$ cat config.mk
export PLATFORM = sky130hd
export DESIGN_NAME = hazard_unit
export DESIGN_NICKNAME = d
export VERILOG_FILES = /design/src/rtl/hazard_unit.sv
export SDC_FILE = /design/constraint.sdc
export NUM_CORES = 1
export LEC_CHECK = 0
export BUFFER_PORTS_ARGS = -buffer_cell sky130_fd_sc_hd__buf_2
export CAP_MARGIN = 40
export CORE_MARGIN = 2
export CORE_UTILIZATION = 49
export DETAILED_ROUTE_END_ITERATION = 10
export PLACE_DENSITY = 0.91
export SLEW_MARGIN = 10
export SYNTH_ARGS = -nofsm -noshare
export SYNTH_HDL_FRONTEND = slang
export SYNTH_SLANG_ARGS = --single-unit
$ cat constraint.sdc
create_clock -name clk -period 4.6 [get_ports clk]
set_input_delay 0.92 -clock clk [delete_from_list [all_inputs] [get_ports clk]]
set_output_delay 0.92 -clock clk [all_outputs]
set_load 0.005 [all_outputs]
$ cat src/rtl/hazard_unit.sv
// Pipeline hazard controller: load-use / branch-operand stall detection, DEC and EXE
// forwarding selects, and the mult/div busy sequencer that guards HI/LO readers.
module hazard_unit #(
    parameter int unsigned MUL_CYCLES = 4,
    parameter int unsigned DIV_CYCLES = 32,
    parameter int unsigned CNT_W      = 6
) (
    input  logic       clk,
    input  logic       reset,
    input  logic [4:0] rs_DEC,
    input  logic [4:0] rt_DEC,
    input  logic [4:0] rs_EXE,
    input  logic [4:0] rt_EXE,
    input  logic [4:0] writereg_EXE,
    input  logic [4:0] writereg_MEM,
    input  logic [4:0] writereg_WB,
    input  logic       regwrite_EXE,
    input  logic       regwrite_MEM,
    input  logic       regwrite_WB,
    input  logic       memtoreg_EXE,
    input  logic       memtoreg_MEM,
    input  logic       branch_DEC,
    input  logic       pcsrc_DEC,
    input  logic       md_start_DEC,
    input  logic       md_start_EXE,
    input  logic       md_is_div_EXE,
    input  logic       mfhilo_DEC,
    output logic       stall_F,
    output logic       stall_D,
    output logic       flush_D,
    output logic       clear_E,
    output logic       forwardA_D,
    output logic       forwardB_D,
    output logic [1:0] forwardA_E,
    output logic [1:0] forwardB_E,
    output logic       md_busy,
    output logic       md_done
);

    localparam int unsigned REG_W = 5;
    localparam logic [CNT_W-1:0] MUL_LOAD = CNT_W'(MUL_CYCLES - 1);
    localparam logic [CNT_W-1:0] DIV_LOAD = CNT_W'(DIV_CYCLES - 1);

    typedef enum logic {
        IDLE = 1'b0,
        BUSY = 1'b1
    } md_state_t;

    md_state_t        state, state_n;
    logic [CNT_W-1:0] cnt, cnt_n;
    logic             done_q, done_n;

    logic             lwstall;
    logic             brstall;
    logic             mdstall;
    logic             stall;

    // Writer match; $0 is hardwired so a destination of zero never matches.
    function automatic logic reg_hit(input logic we,
                                     input logic [REG_W-1:0] dst,
                                     input logic [REG_W-1:0] src);
        return we && (dst != '0) && (dst == src);
    endfunction

    // mult/div sequencer state register
    always_ff @(posedge clk) begin
        if (!reset) begin
            state  <= IDLE;
            cnt    <= '0;
            done_q <= 1'b0;
        end else begin
            state  <= state_n;
            cnt    <= cnt_n;
            done_q <= done_n;
        end
    end

    // mult/div next state: count down the latency, pulse done on the way back to IDLE
    always_comb begin
        state_n = state;
        cnt_n   = cnt;
        done_n  = 1'b0;
        case (state)
            IDLE: begin
                if (md_start_EXE) begin
                    state_n = BUSY;
                    cnt_n   = md_is_div_EXE ? DIV_LOAD : MUL_LOAD;
                end
            end
            BUSY: begin
                if (cnt != '0) begin
                    cnt_n = cnt - CNT_W'(1);
                end else begin
                    state_n = IDLE;
                    done_n  = 1'b1;
                end
            end
            default: begin
                state_n = IDLE;
                cnt_n   = '0;
            end
        endcase
    end

    // hazard detection and forwarding; everything is held at zero while in reset
    always_comb begin
        lwstall    = 1'b0;
        brstall    = 1'b0;
        mdstall    = 1'b0;
        stall      = 1'b0;
        stall_F    = 1'b0;
        stall_D    = 1'b0;
        flush_D    = 1'b0;
        clear_E    = 1'b0;
        forwardA_D = 1'b0;
        forwardB_D = 1'b0;
        forwardA_E = 2'b00;
        forwardB_E = 2'b00;
        md_busy    = 1'b0;
        md_done    = 1'b0;
        if (reset) begin
            lwstall = memtoreg_EXE && ((rt_EXE == rs_DEC) || (rt_EXE == rt_DEC));
            brstall = branch_DEC &&
                      (reg_hit(regwrite_EXE, writereg_EXE, rs_DEC) ||
                       reg_hit(regwrite_EXE, writereg_EXE, rt_DEC) ||
                       reg_hit(memtoreg_MEM, writereg_MEM, rs_DEC) ||
                       reg_hit(memtoreg_MEM, writereg_MEM, rt_DEC));
            mdstall = (state == BUSY) && (mfhilo_DEC || md_start_DEC);
            stall   = lwstall || brstall || mdstall;

            stall_F = stall;
            stall_D = stall;
            clear_E = stall;
            // a redirect must not discard an instruction that DEC is still holding
            flush_D = pcsrc_DEC && !stall;

            forwardA_D = reg_hit(regwrite_MEM, writereg_MEM, rs_DEC);
            forwardB_D = reg_hit(regwrite_MEM, writereg_MEM, rt_DEC);

            // MEM is the younger result, so it wins over WB
            if (reg_hit(regwrite_MEM, writereg_MEM, rs_EXE)) begin
                forwardA_E = 2'b10;
            end else if (reg_hit(regwrite_WB, writereg_WB, rs_EXE)) begin
                forwardA_E = 2'b01;
            end
            if (reg_hit(regwrite_MEM, writereg_MEM, rt_EXE)) begin
                forwardB_E = 2'b10;
            end else if (reg_hit(regwrite_WB, writereg_WB, rt_EXE)) begin
                forwardB_E = 2'b01;
            end

            md_busy = (state == BUSY);
            md_done = done_q;
        end
    end

endmodule

# [Word level (Yosys, flattened, before mapping)]
# Cells that the tools add are included.
[classes] reduce_logical=32 bitwise_logic=1 eq_ne=12 addsub=1 n_mux=20
[ops] operator="$eq 5x5->1" count=10
[ops] operator="$logic_and 1x1->1" count=18
[ops] operator="$reduce_bool 5->1" count=3
[ops] operator="$mux 6" count=2
[ops] operator="$pmux 6 s2" count=1
[ops] operator="$mux 1" count=11
[ops] operator="$mux 2" count=4
[ops] operator="$logic_or 1x1->1" count=7
[ops] operator="$reduce_bool 6->1" count=1
[ops] operator="$sub 6x1->6 const B" count=1
[ops] operator="$mux 5" count=1
[ops] operator="$reduce_and 2->1" count=2
[ops] operator="$ne 2x1->1 const B" count=1
[ops] operator="$ne 2x2->1 const B" count=1
[ops] operator="$pmux 1 s2" count=1
[ops] operator="$logic_not 1->1" count=1
[ops] operator="$not 1->1" count=1
[totals] regBits=8 out_inout_bits=12 wordCells=69 inputBits=48

# [Logic depth before layout (Yosys ltp)]
[logic_depth] depth_word=12 mapped_depth=7 mapped_depth_nobuf=7

# [Worst setup path after synthesis]
# No wires, ideal clock.
[synth_path] path_kind="input-to-output" start="in writereg_MEM[4]" end="out stall_D" slack_ns=1.624 arrival_ns=2.056 path_buffers=2 required_ns=3.680 stages=7 cell_sequence="buf_2 xnor2_1 nand3_1 nor3_1 o2111ai_1 a31oi_1 buf_4"
[synth_via] elab_chain_cells=9 word_cells_on_any_way=12 cone_classes="eq/ne: 2; mux: 1; reduce/logical: 9"
[synth_lines] element="from (decl)" line="15" rtl="input logic [4:0] writereg_MEM,"
[synth_lines] element="$reduce_bool 5->1" line="62" rtl="return we && (dst != '0) && (dst == src);"
[synth_lines] element="$logic_and 1x1->1 (2 in series)" line="62"
[synth_lines] element="$logic_or 1x1->1" line="125" rtl="reg_hit(regwrite_EXE, writereg_EXE, rt_DEC) ||"
[synth_lines] element="$logic_or 1x1->1 *" line="126" rtl="reg_hit(memtoreg_MEM, writereg_MEM, rs_DEC) ||"
[synth_lines] element="$logic_and 1x1->1 *" line="123" rtl="brstall = branch_DEC &&"
[synth_lines] element="$logic_or 1x1->1 * (2 in series)" line="129" rtl="stall = lwstall || brstall || mdstall;"
[synth_lines] element="$mux 1 *"
[synth_lines] element="to (decl)" line="29" rtl="output logic stall_D,"
# Every way passes the cells marked *; elsewhere a longest branch is shown, timed or not.

# [Worst setup path after layout]
[layout_path] start="in writereg_EXE[1]" end="out flush_D"
[layout_via] elab_chain_cells=12 word_cells_on_any_way=15 cone_classes="eq/ne: 2; mux: 1; reduce/logical: 12"
[layout_lines] element="from (decl)" line="14" rtl="input logic [4:0] writereg_EXE,"
[layout_lines] element="$reduce_bool 5->1" line="62"
[layout_lines] element="$logic_and 1x1->1 (2 in series)" line="62"
[layout_lines] element="$logic_or 1x1->1 *" line="124" rtl="(reg_hit(regwrite_EXE, writereg_EXE, rs_DEC) ||"
[layout_lines] element="$logic_or 1x1->1 *" line="125"
[layout_lines] element="$logic_or 1x1->1 *" line="126"
[layout_lines] element="$logic_and 1x1->1 *" line="123"
[layout_lines] element="$logic_or 1x1->1 * (2 in series)" line="129"
[layout_lines] element="$logic_not 1->1 *" line="135" rtl="flush_D = pcsrc_DEC && !stall;"
[layout_lines] element="$logic_and 1x1->1 *" line="135"
[layout_lines] element="$mux 1 *" line="121" rtl="if (reset) begin"
[layout_lines] element="to (decl)" line="30" rtl="output logic flush_D,"
# Marked as above.

==> run metrics <==
critical path fanouts, max 3; horizontal die dimension 52.2 microns; diodes inserted 0; P&R area growth vs syn 27.1%; site row count 17; actual slew at the worst max-slew pin 0.410 ns; core region area 0.00221 sq mm; Syn Std Cell Area 0.00114 sq mm; Clock Latency Late Sink 0.26 ns; required time reported for the critical path endpoint 3.68 ns; max cap viols 0; post-CTS setup buffer count 0; critical path arrival 2.14 ns; Vias per Instance 5.19; worst hold start cnt[2]; CP Class in2out; setup skew after layout 0.00142 ns; global-route wire length before repair 4.53 mm; result of the run finished clean; number of levels the H-tree was split into 1; fraction of layout instances using a drive strength above 1 32.8%; endpoints failing setup 0; violation count after the first detailed-route iteration 14; number of sinks driven by the clock tree 8; GRT Total Usage 21.8%; clock buffer count from CTS 3; share of synthesized flip-flops with an asynchronous set or reset 0%; IR Drop Worst-Case VDD 112 uV; Total Die Area 0.00273 sq mm; wire length reported by the detailed router 2.91 mm; clock edge transition at the registers on the reported setup and hold paths 0.05 ns; initial antenna violation count 0; RePlAce Congestion 0.852; quantity of gates resized following cts 0; final slew viol count 0; via count of the first global-routing pass 1121; instance area after placement 0.00143 sq mm; Setup crit end kind primary output; relative max-transition margin 72.6%; buffers from clock root to sink, at most 2; post-synthesis register bit count 8; Fin. Hold Viols 0; via count 1203; number of filler cells placed in the layout 220; ratio of final minimum period to clock period 66.6%; Hold WC Path Type reg2reg; synthesized instance count 150; most common library cell in the layout ignoring fill and taps sky130_fd_sc_hd__buf_2; fin crit period 3.06 ns; post-synthesis area per instance 7.60 sq um; Finished Cell Area 0.00145 sq mm; CP Launch Type primary input; Post-synth EDFFs 0; number of ports placed on the die boundary 60; net count after synthesis 200; number of design rule violations left after detail routing 0; number of unique standard cell types used by synthesis 35; sequential share of the synthesized area 14.1%; height of the chip 52.2 microns; DRT antenna net count 0; Detailed Routing Iterations Pass 1 4; pin count of the biggest net entering global routing 14; fmax 326 MHz; prevailing post-synth register cell sky130_fd_sc_hd__dfxtp_1; Root Buffer Master sky130_fd_sc_hd__clkbuf_4; top library cells by usage in the layout, fill and taps aside 59 x sky130_fd_sc_hd__buf_2, 28 x sky130_fd_sc_hd__xnor2_1, 22 x sky130_fd_sc_hd__xor2_1, 8 x sky130_fd_sc_hd__inv_1, 8 x sky130_fd_sc_hd__dfxtp_1; Port-buffer cells 59; hold bufs inserted after CTS 0; unrepaired setup endpoints after global routing false; startpoint of the worst register-to-register path cnt[0]; total global routing overflow 0; leakage power 0.000661 uW; Wirelength per Cell 12.5 microns; Pwr Density 193 mW/mm^2; effective utilization at floorplan 51.5%; utilization after layout 65.5%; startpoint of the worst setup timing path writereg_EXE[1]; TritonCTS clock tree yes; Final #Nets 256; setup TNS 0 ns; DP HPWL 2.49 mm; Warnings, synthesis 0
cells in the mapped netlist, types with 2 or more instances:
| cell | count | area share, % |
|---|---|---|
| sky130_fd_sc_hd__xnor2_1 | 28 | 22 |
| sky130_fd_sc_hd__xor2_1 | 22 | 17 |
| sky130_fd_sc_hd__dfxtp_1 | 8 | 14 |
| sky130_fd_sc_hd__inv_1 | 8 | 2.6 |
| sky130_fd_sc_hd__nand2_1 | 7 | 2.3 |
| sky130_fd_sc_hd__nor2_1 | 7 | 2.3 |
| sky130_fd_sc_hd__a21oi_1 | 6 | 2.6 |
| sky130_fd_sc_hd__nand3_1 | 6 | 2.6 |
| sky130_fd_sc_hd__and2_1 | 5 | 2.7 |
| sky130_fd_sc_hd__buf_2 | 5 | 2.2 |
| sky130_fd_sc_hd__nor3_1 | 5 | 2.2 |
| sky130_fd_sc_hd__nor4_1 | 5 | 2.7 |
| sky130_fd_sc_hd__o21ai_0 | 5 | 2.2 |
| sky130_fd_sc_hd__or4_1 | 4 | 2.6 |
| sky130_fd_sc_hd__o21ai_1 | 3 | 1.3 |
| sky130_fd_sc_hd__a31oi_1 | 2 | 1.1 |
| sky130_fd_sc_hd__and3_1 | 2 | 1.1 |
| sky130_fd_sc_hd__buf_4 | 2 | 1.3 |
| sky130_fd_sc_hd__ha_1 | 2 | 2.2 |
| sky130_fd_sc_hd__o2111ai_1 | 2 | 1.5 |
| sky130_fd_sc_hd__o22ai_1 | 2 | 1.1 |
power by group:
| part | total [uW] | internal (uW) | switching (uW) | leakage [uW] |
|---|---|---|---|---|
| Combinational | 135 | 66.4 | 69.1 | 0.000581 |
| Clock | 56.5 | 30.0 | 26.4 | 0.0000138 |
| Sequential | 88.2 | 78.1 | 10.1 | 0.0000662 |
worst paths after layout:
| path | to | slack, ns | cells after the start |
|---|---|---|---|
| max reg2reg | cnt[5] | 2.97 | 7 |
| min reg2reg | cnt[2] | 0.49 | 2 |
| max | flush_D | 1.54 | 5 |
| min | cnt[2] | 0.49 | 2 |
layout make-up:
class,instances,area (sq um),area share (%)
timing repair buffer,59,295,20.4
tap,28,35.0,2.42
multi-input combinational,126,906,62.5
sequential,8,160,11.1
inverter,8,30.0,2.07
clock buffer,3,22.5,1.55
cells by family after synthesis:
logic type	synth area share, %
adder cells (fa/ha/maj)	2.20
AND/OR/NAND/NOR	25.2
AO/OA/AOI/OAI	13.6
flip-flops	14.1
XOR/XNOR	38.4
buffers and inverters	6.48
sequential cells by signal (all words and copies together), names as in the netlist:
register,count
done_q,1
state,1
cnt,6
worst max-delay path, cell delays in order:
cell	delay, ns
sky130_fd_sc_hd__buf_2	0.12
sky130_fd_sc_hd__or4_1	0.54
sky130_fd_sc_hd__o2111ai_1	0.23
sky130_fd_sc_hd__and4b_1	0.22
sky130_fd_sc_hd__buf_2	0.11
metrics by stage:
step	setup WS [ns]	hold slack (ns)	cells	total power [uW]
floorplan	1.62	0.450	150	176
global placement	1.54	0.469	229	221
detailed placement	1.55	0.478	229	225
CTS	1.54	0.485	232	281
global route	1.38	0.516	232	300
finish	1.54	0.487	232	280
metal layers:
metal	routed length [microns]	vias to the layer above	global-route usage [%]	share of wire, %
met2	1500	35	40.5	52
met5	0	-	0	0
met1	1250	539	25.7	43
met3	102	7	0.857	3.5
li1	-	622	-	-
met4	48	0	9.40	1.7
Note: power is estimated with default switching activity, not from simulation.
